$ cat src/rtl/irq_ctrl18_pkg.sv
// Shared constants for the Core18 interrupt controller: register map, vector and data widths.
package irq18_pkg;
   localparam int VEC_W  = 4;
   localparam int DATA_W = 18;

   localparam logic [1:0] REG_ENABLE  = 2'd0;
   localparam logic [1:0] REG_PENDING = 2'd1;
   localparam logic [1:0] REG_MODE    = 2'd2;
   localparam logic [1:0] REG_SWTRIG  = 2'd3;
endpackage

$ cat src/rtl/irq_ctrl18_if.sv
// Core-side bus of the interrupt controller: request lines, acknowledge, port I/O and vector.
interface irq_ctrl18_if #(
   parameter int NUM_CH = 8,
   parameter int ADRS_W = 2
);
   import irq18_pkg::*;

   logic [NUM_CH-1:0] irq;
   logic              int_ack;
   logic              port_wr;
   logic              port_rd;
   logic [ADRS_W-1:0] adrs;
   logic [DATA_W-1:0] din;
   logic [DATA_W-1:0] dout;
   logic [VEC_W-1:0]  vector;

   modport master (
      output irq, int_ack, port_wr, port_rd, adrs, din,
      input  dout, vector
   );

   modport slave (
      input  irq, int_ack, port_wr, port_rd, adrs, din,
      output dout, vector
   );
endinterface

$ cat src/rtl/irq_ctrl18_prio_enc.sv
// Lowest-index-first priority encoder: valid when any request is set, idx of the winner.
module irq_prio_enc
   import irq18_pkg::*;
#(
   parameter int N = 8
) (
   input  logic [N-1:0]     req,
   output logic             valid,
   output logic [VEC_W-1:0] idx
);

   assign valid = |req;

   // Scan from the top so the lowest set index is the last one written.
   always_comb begin
      idx = {VEC_W{1'b0}};
      for (int i = N - 1; i >= 0; i--) begin
         idx = req[i] ? VEC_W'(i) : idx;
      end
   end

endmodule

$ cat src/rtl/irq_ctrl18.sv
// Interrupt controller for the Core18 VECTOR input; define IRQ_SYNC_EN to add a
// 2-flop synchroniser on the request lines (IRQ->VECTOR latency 4 instead of 2).
module irq_ctrl18
   import irq18_pkg::*;
#(
   parameter int NUM_CH   = 8,
   parameter int VEC_BASE = 1,
   parameter int ADRS_W   = 2
) (
   input logic         clk,
   input logic         rst,
   input logic         srst,
   irq_ctrl18_if.slave bus
);

   if (NUM_CH < 1 || NUM_CH > 15 || VEC_BASE < 1 || VEC_BASE + NUM_CH - 1 > 15) begin : g_bad_cfg
      $error("irq_ctrl18: NUM_CH/VEC_BASE do not fit the 4-bit vector space");
   end

   logic [NUM_CH-1:0] irq_s, irq_q_r, rise_s, din_ch_s;
   logic [NUM_CH-1:0] enable_r, pending_r, mode_r, pending_nxt_s;
   logic [NUM_CH-1:0] set_s, clr_s, ack_oh_s, ack_eff_s, req_s;
   logic              wr_en_s, wr_pend_s, wr_mode_s, wr_sw_s, prio_valid_s;
   logic [VEC_W-1:0]  prio_idx_s, act_idx_r, vector_r, vector_nxt_s;
   logic [DATA_W-1:0] rdata_s, dout_r;

`ifdef IRQ_SYNC_EN
   logic [NUM_CH-1:0] sync1_r, sync2_r;

   // Two-stage synchroniser for asynchronous request lines.
   always_ff @(posedge clk or posedge rst) begin
      if (rst) begin
         sync1_r <= {NUM_CH{1'b0}};
         sync2_r <= {NUM_CH{1'b0}};
      end else if (srst) begin
         sync1_r <= {NUM_CH{1'b0}};
         sync2_r <= {NUM_CH{1'b0}};
      end else begin
         sync1_r <= bus.irq;
         sync2_r <= sync1_r;
      end
   end
   assign irq_s = sync2_r;
`else
   assign irq_s = bus.irq;
`endif

   assign din_ch_s  = bus.din[NUM_CH-1:0];
   assign rise_s    = irq_s & ~irq_q_r;
   assign wr_en_s   = bus.port_wr && (bus.adrs == ADRS_W'(REG_ENABLE));
   assign wr_pend_s = bus.port_wr && (bus.adrs == ADRS_W'(REG_PENDING));
   assign wr_mode_s = bus.port_wr && (bus.adrs == ADRS_W'(REG_MODE));
   assign wr_sw_s   = bus.port_wr && (bus.adrs == ADRS_W'(REG_SWTRIG));

   // Pending update: edge bits set-wins over ACK/W1C, level bits follow the line.
   always_comb begin
      ack_oh_s = {NUM_CH{1'b0}};
      for (int i = 0; i < NUM_CH; i++) begin
         ack_oh_s[i] = bus.int_ack && (vector_r != {VEC_W{1'b0}}) && (act_idx_r == VEC_W'(i));
      end
      set_s         = rise_s | (wr_sw_s ? din_ch_s : {NUM_CH{1'b0}});
      clr_s         = ack_oh_s | (wr_pend_s ? din_ch_s : {NUM_CH{1'b0}});
      ack_eff_s     = ack_oh_s & mode_r & ~set_s;
      pending_nxt_s = (mode_r & ((pending_r & ~clr_s) | set_s)) | (~mode_r & irq_s);
      // The acknowledged source is withheld so the core never sees it twice.
      req_s         = pending_r & enable_r & ~ack_eff_s;
   end

   irq_prio_enc #(.N(NUM_CH)) u_prio (
      .req   (req_s),
      .valid (prio_valid_s),
      .idx   (prio_idx_s)
   );

   assign vector_nxt_s = prio_valid_s ? (VEC_W'(VEC_BASE) + prio_idx_s) : {VEC_W{1'b0}};

   // Register read mux; SWTRIG and unused addresses read zero.
   always_comb begin
      rdata_s = {DATA_W{1'b0}};
      case (bus.adrs)
         ADRS_W'(REG_ENABLE):  rdata_s[NUM_CH-1:0] = enable_r;
         ADRS_W'(REG_PENDING): rdata_s[NUM_CH-1:0] = pending_r;
         ADRS_W'(REG_MODE):    rdata_s[NUM_CH-1:0] = mode_r;
         default:              rdata_s = {DATA_W{1'b0}};
      endcase
   end

   // Controller state, vector and read-data registers.
   always_ff @(posedge clk or posedge rst) begin
      if (rst) begin
         enable_r  <= {NUM_CH{1'b0}};
         pending_r <= {NUM_CH{1'b0}};
         mode_r    <= {NUM_CH{1'b1}};
         irq_q_r   <= {NUM_CH{1'b0}};
         vector_r  <= {VEC_W{1'b0}};
         act_idx_r <= {VEC_W{1'b0}};
         dout_r    <= {DATA_W{1'b0}};
      end else if (srst) begin
         enable_r  <= {NUM_CH{1'b0}};
         pending_r <= {NUM_CH{1'b0}};
         mode_r    <= {NUM_CH{1'b1}};
         irq_q_r   <= {NUM_CH{1'b0}};
         vector_r  <= {VEC_W{1'b0}};
         act_idx_r <= {VEC_W{1'b0}};
         dout_r    <= {DATA_W{1'b0}};
      end else begin
         enable_r  <= wr_en_s ? din_ch_s : enable_r;
         mode_r    <= wr_mode_s ? din_ch_s : mode_r;
         pending_r <= pending_nxt_s;
         irq_q_r   <= irq_s;
         vector_r  <= vector_nxt_s;
         act_idx_r <= prio_idx_s;
         dout_r    <= bus.port_rd ? rdata_s : {DATA_W{1'b0}};
      end
   end

   assign bus.dout   = dout_r;
   assign bus.vector = vector_r;

endmodule
$ cat src/flat_wrapper.sv
// flat-port wrapper written by rule: the top's interface ports become plain ports
module irq_ctrl18_flat import irq18_pkg::*;
#(
   parameter int NUM_CH   = 8,
   parameter int VEC_BASE = 1,
   parameter int ADRS_W   = 2
)
  (clk, rst, srst, bus_irq, bus_int_ack, bus_port_wr, bus_port_rd, bus_adrs, bus_din, bus_dout, bus_vector);
  irq_ctrl18_if #(.NUM_CH(NUM_CH), .ADRS_W(ADRS_W)) bus_i ();
  input logic clk;
  input logic rst;
  input logic srst;
  input wire logic [$bits(bus_i.irq)-1:0] bus_irq;
  input wire logic [$bits(bus_i.int_ack)-1:0] bus_int_ack;
  input wire logic [$bits(bus_i.port_wr)-1:0] bus_port_wr;
  input wire logic [$bits(bus_i.port_rd)-1:0] bus_port_rd;
  input wire logic [$bits(bus_i.adrs)-1:0] bus_adrs;
  input wire logic [$bits(bus_i.din)-1:0] bus_din;
  output wire logic [$bits(bus_i.dout)-1:0] bus_dout;
  output wire logic [$bits(bus_i.vector)-1:0] bus_vector;
  assign bus_i.irq = bus_irq;
  assign bus_i.int_ack = bus_int_ack;
  assign bus_i.port_wr = bus_port_wr;
  assign bus_i.port_rd = bus_port_rd;
  assign bus_i.adrs = bus_adrs;
  assign bus_i.din = bus_din;
  assign bus_dout = bus_i.dout;
  assign bus_vector = bus_i.vector;
  irq_ctrl18 #(.NUM_CH(NUM_CH), .VEC_BASE(VEC_BASE), .ADRS_W(ADRS_W)) u_core (.clk(clk), .rst(rst), .srst(srst), .bus(bus_i));
endmodule
$ cat config.mk
export PLATFORM = sky130hd
export DESIGN_NAME = irq_ctrl18_flat
export DESIGN_NICKNAME = d
export VERILOG_FILES = /design/src/rtl/irq_ctrl18_pkg.sv /design/src/rtl/irq_ctrl18_if.sv /design/src/rtl/irq_ctrl18_prio_enc.sv /design/src/rtl/irq_ctrl18.sv /design/src/flat_wrapper.sv
export SDC_FILE = /design/constraint.sdc
export NUM_CORES = 1
export LEC_CHECK = 0
export CORE_UTILIZATION = 45
export DETAILED_ROUTE_END_ITERATION = 6
export GPL_TIMING_DRIVEN = 0
export PLACE_DENSITY_LB_ADDON = 0.3
export SLEW_MARGIN = 20
export SYNTH_ARGS = -nofsm -noshare
export SYNTH_HDL_FRONTEND = slang
export SYNTH_HIERARCHICAL = 1
export SYNTH_SLANG_ARGS = --single-unit
export TNS_END_PERCENT = 5
$ cat constraint.sdc
create_clock -name clk -period 2.2 [get_ports clk]
set_input_delay 0.22 -clock clk [delete_from_list [all_inputs] [get_ports clk]]
set_output_delay 0.22 -clock clk [all_outputs]
set_load 0.1 [all_outputs]
Word level (Yosys, flattened, before mapping)
Cells that the tools add are included.
W data, S select, Z words.
- $add $sub $neg: 1
- multipliers: 0
- divide/modulo/power cells: 0
- magnitude comparators: 0
- equality and inequality tests: 10
- shift operators: 0
- mux-type cells: 22
- bitwise logic cells: 17
- reductions and logical operators: 19
- operator list (kind ; count):
    $mux W8 ; 9
    $and A8 B8 Y8 ; 8
    $not A8 Y8 ; 5
    $or A8 B8 Y8 ; 4
    $mux W3 ; 9
    $pmux W8 S3 ; 1
    $mux W18 ; 1
    $logic_and A1 B1 Y1 ; 13
    $eq A3 B3 Y1 const B ; 4
    $mux W4 ; 2
    $reduce_or A8 Y1 ; 1
    $eq A3 B2 Y1 const B ; 2
    $add A1 B3 Y4 const A ; 1
    $eq A2 B2 Y1 const B ; 2
    $logic_not A4 Y1 ; 1
    $reduce_bool A2 Y1 ; 2
    $reduce_bool A4 Y1 ; 1
    $eq A3 B1 Y1 const B ; 1
    $eq A2 B1 Y1 const B ; 1
    $logic_not A2 Y1 ; 1
- bits in registers: 57
- bits in latches: 0
- bits in writable memories: 0
- memory bits (read-only): 0
- input port bits: 34
- output and inout bits: 22
- logic and storage cells: 76
- memories kept: 0

Longest topological paths before layout
- depth after elaboration: 19
- gate-level depth with buffers: 10
- mapped depth without buffers: 10

Modules after synthesis
The synthesis kept the hierarchy.
- modules (own cells, without submodules) (module ; instances ; cells each ; area an instance (um2) ; sequential area each (um2)):
    irq_ctrl18 ; 1 ; 253 ; 2367.3 ; 1211.2
    irq_prio_enc ; 1 ; 15 ; 91.3 ; 0.0

Worst setup path before layout
No wires, ideal clock.
- kind: flip-flop to flip-flop
- from: register u_core.vector_r[1], in the netlist u_core/bus.vector[1]
- to: register u_core.vector_r[2], in the netlist u_core/bus.vector[2]
- setup time: 0.120 ns
- arrival: 2.706 ns
- required time: 2.080 ns
- setup slack: -0.626 ns
- stages on the path, launching flop included: 9
- clock period less this slack: 2.826 ns
- cell sequence: dfrtp_1 -> or4_4 -> nand3b_2 -> nor4_1 -> nor2_1 -> o41ai_1 -> ha_1 -> xnor2_1 -> nor2_1
- elaborated cells between the ends (all ways): 26
- those cells by class: 1 x add/sub; 10 x mux; 4 x bitwise; 11 x reduce/logical
- RTL lines (what ; line ; source):
    start, declared ; irq_ctrl18.sv:24 ; logic [VEC_W-1:0] prio_idx_s, act_idx_r, vector_r, vector_nxt_s;
    start signal, assigned ; irq_ctrl18.sv:95 ; vector_r <= {VEC_W{1'b0}};
    start signal, assigned ; irq_ctrl18.sv:103 ; vector_r <= {VEC_W{1'b0}};
    start signal, assigned ; irq_ctrl18.sv:111 ; vector_r <= vector_nxt_s;
    $reduce_bool A4 Y1 ; irq_ctrl18.sv:59 ; ack_oh_s[i] = bus.int_ack && (vector_r != {VEC_W{1'b0}}) && (act_idx_r == VEC_W'(i));
    $logic_and A1 B1 Y1 (2 in series) ; irq_ctrl18.sv:59 ;
    $and A8 B8 Y8 (2 in series) ; irq_ctrl18.sv:63 ; ack_eff_s = ack_oh_s & mode_r & ~set_s;
    $not A8 Y8 ; irq_ctrl18.sv:66 ; req_s = pending_r & enable_r & ~ack_eff_s;
    $and A8 B8 Y8 ; irq_ctrl18.sv:66 ;
    via u_core.req_s[2] ; irq_ctrl18.sv:22 ; logic [NUM_CH-1:0] set_s, clr_s, ack_oh_s, ack_eff_s, req_s;
    $mux W3 (3 in series) ; irq_ctrl18_prio_enc.sv:18 ; idx = req[i] ? VEC_W'(i) : idx;
    via u_core.prio_idx_s[0] ; irq_ctrl18.sv:24 ;
    $add A1 B3 Y4 ; irq_ctrl18.sv:75 ; assign vector_nxt_s = prio_valid_s ? (VEC_W'(VEC_BASE) + prio_idx_s) : {VEC_W{1'b0}};
    $mux W4 ; irq_ctrl18.sv:75 ;
    $mux W4 ; irq_ctrl18.sv:98 ; end else if (srst) begin
The timed path passes the listed nets, and every way through them passes these cells.
A chain may end at the register's enable or synchronous reset.

Worst setup path in the final report
- from: register u_core.vector_r[2], in the netlist u_core/bus.vector[2]
- to: register u_core.vector_r[2], in the netlist u_core/bus.vector[2]
- elaborated cells between the ends (all ways): 26
- those cells by class: 1 x add/sub; 10 x mux; 4 x bitwise; 11 x reduce/logical
- RTL lines (what ; line):
    $reduce_bool A4 Y1 ; irq_ctrl18.sv:59
    $logic_and A1 B1 Y1 (2 in series) ; irq_ctrl18.sv:59
    $and A8 B8 Y8 (2 in series) ; irq_ctrl18.sv:63
    $not A8 Y8 ; irq_ctrl18.sv:66
    $and A8 B8 Y8 ; irq_ctrl18.sv:66
    via u_core.req_s[5] ; irq_ctrl18.sv:22
    $mux W3 (6 in series) ; irq_ctrl18_prio_enc.sv:18
    via u_core.prio_idx_s[1] ; irq_ctrl18.sv:24
    $add A1 B3 Y4 ; irq_ctrl18.sv:75
    $mux W4 ; irq_ctrl18.sv:75
    $mux W4 ; irq_ctrl18.sv:98
The timed path passes the listed nets, and every way through them passes these cells.

==> flow_summary.yaml <==
worst_setup_path:
  path_class: "flop to flop"
  required_ps: 2430
  end_kind: "flop"
  r2r-start: "u_core/bus.vector[2]"
  cp.arrival_ps: 2710
  endpoint: "u_core/bus.vector[2]"
  r2r_slack_ps: -280
  r2r-end: "u_core/bus.vector[2]"
  start_kind: "flop"
  reg2reg_depth: 12
  crit_path_start: "u_core/bus.vector[2]"
  crit_path_max_fanout: 4
timing:
  slew_viol_final: 0
  finClkSkew_ps: 4.36
  final_hold_viol_count: 0
  rsz0062_at_grt: "true"
  timing.final.ws_setup_ps: -277
  period_share: 1.13
  max_slew_margin: 0.354
  worst_slew_pin_slew_ps: 967
  setup_violations: 7
  fmax_mhz: 404
  period_minus_slack_ps: 2480
place:
  hpwl_mm: 4.06
  place_congestion: 0.927
  io_buffers: 34
finish:
  final_nets: 367
  ff_latch_area_sq_mm: 0.00122
  diodes: 0
  fillerInstances: 411
  drive_gt1_frac: 0.228
  area_growth_pct: 34.6
  multi_input_area_sq_mm: 0.00129
  utilization: 0.640
global_routing:
  grt_busiest_layer: "met2"
  grt_start_max_net_pins: 35
  grt_pass1_vias: 2113
  use_met3: 0.0458
  grt_pass1_wl_mm: 10.2
  overflow: 0
  antenna_found_initial: 0
  grtUsageMet2: 0.387
  track_usage: 0.230
  met1_usage: 0.285
clock_network:
  cts.htree.levels: 2
  clkSinkCount: 48
  postCtsHoldBufs: 0
  cts-root-buf: "clkbuf_8"
  clk_pin_slew_worst_paths_ps: 80
  clock_path_buffers: 2
  cts_tree: "yes"
  clock_latency_ps: 300
  numCtsBuffers: 5
yosys:
  synth_area_leader_cell: "dfrtp_1"
  syn_area_sq_mm: 0.00246
  synth_most_common_cell: "nor2_1"
  syn_area_per_cell_sq_um: 9.17
  synth_cells: 268
  synthTopCellsByCount: "nor2_1 (57), dfrtp_1 (40), nand2_1 (21)"
  synthTopCellsByArea: "dfrtp_1 (41%), nor2_1 (8.7%), dfstp_2 (8.5%), mux2i_1 (6.5%), nor4_1 (4.3%)"
  async_reset_ff_frac: 1.00
  synth-edff-count: 0
  yosys_warnings: 6
  synth_top_area_share: 0.407
  synth_seq_area_share: 0.493
  synth_cell_types: 33
  ys_ff_latch: 48
  ys.flop_type: "dfrtp_1"
power:
  total_power_mw: 1.94
  p_leak_nw: 1.43
  ir_drop_mv: 0.248
  power.density_mw_per_mm2: 586
floorplanning:
  pin_count: 56
  rows: 26
  core_sq_mm: 0.00517
  die_w_microns: 75.9
  initial_core_util: 0.475
  die_area_sq_mm: 0.00576
  dieHeight_microns: 75.9
run_status:
  status: "complete, but fails checks"
  violations: "setup timing"
run:
  maxCapViolations: 0
route:
  via_per_inst: 5.26
  drt-initial-drc-count: 221
  drt-total-wl_mm: 6.18
  ant_nets: 0
  first_pass_iters: 4
  vias: 2118
  wire_per_inst_microns: 15.3
  drcViolationCount: 0
hold_path:
  worstHoldPathType: "input port to asynchronous set/reset pin"
## flip-flops by register name (all words and copies together), names as in the netlist
name	flops
u_core/act_idx_r	4
u_core/bus.dout	8
u_core/bus.vector	4
u_core/enable_r	8
u_core/irq_q_r	8
u_core/mode_r	8
u_core/pending_r	8
## metal layers
| metal | vias up | wire (microns) | share of wire |
|---|---|---|---|
| li1 | 1015 | - | - |
| met1 | 1005 | 2530 | 0.41 |
| met2 | 80 | 3070 | 0.50 |
| met3 | 18 | 414 | 0.067 |
| met4 | 0 | 171 | 0.028 |
| met5 | - | 0 | 0 |
## worst max-delay path, cell delays in order (launching register included)
cell      delay (ps)
dfrtp_4          490
or4_4            580
nand3_4          180
nor4_4            70
nor2_2           170
buf_4            140
nor2_1            50
o21ai_2          100
a211oi_2         100
buf_4            160
ha_4             160
xnor2_2          110
nor2_1           100
## cell families after synthesis
group	share of synthesized area
AND/OR/NAND/NOR	0.261
flip-flops	0.493
AO/OA/AOI/OAI	0.0992
buffers and inverters	0.0672
multiplexers	0.0651
other	0.00305
XOR/XNOR	0.00713
adder cells (fa/ha/maj)	0.00509
## where the power goes
part	leakage [nW]	total, mW	switching, mW	internal, mW
Sequential	0.612	0.961	0.0297	0.932
Combinational	0.769	0.437	0.287	0.150
Clock	0.0455	0.539	0.283	0.257
## cell usage in the layout (no fill, tap or decap), types with 3 or more instances in the layout
cell type        count
dfrtp_1             36
o21ai_0              8
conb_1              11
a211o_1              8
a21oi_1              8
nor4_2               5
mux2i_1             16
nor2_2               7
nor2_1              50
clkdlybuf4s50_1     34
buf_4               24
and2_1               9
nor4_4               4
a211oi_1             8
clkbuf_1             7
nor4_1               9
buf_2                3
clkbuf_8             6
dfstp_2              8
inv_1                9
nand2_1             21
nor2b_1             14
## area by class of cell
type	count	area share
multi-input combinational	197	0.389
buffer	21	0.0374
sequential	48	0.369
inverter	11	0.0125
timing repair buffer	48	0.138
clock buffer	8	0.0272
tap	70	0.0265
## per-stage QoR
step           setup WS [ps]  instances  hold WS, ps  instance area (sq um)  setup TNS, ps
5_1_grt                 -341        403          224                   3310          -1590
3_5_place_dp            -582        382          516                   2960          -3040
3_3_place_gp            -517        381          534                   2940          -6870
4_1_cts                 -196        402          190                   3280           -733
2_1_floorplan           -228        277          337                   2510           -612
6_report                -277        403          183                   3310          -1120
## worst min-delay path by stage
stage,start,end
final,rst,u_core/irq_q_r[6]
after global routing,rst,u_core/irq_q_r[4]
after CTS,rst,u_core/bus.dout[4]
after detailed placement,rst,u_core/bus.dout[4]
after global placement,u_core/enable_r[2],u_core/enable_r[2]
after floorplan,bus_irq[7],u_core/irq_q_r[7]
## timing repair
item	CTS	global route
endpoints found under the setup margin	6	7
setup buffers	12	1
pin swaps	15	6
resized for setup	24	8
cloned	0	0
Note: power is estimated with default switching activity, not from simulation.
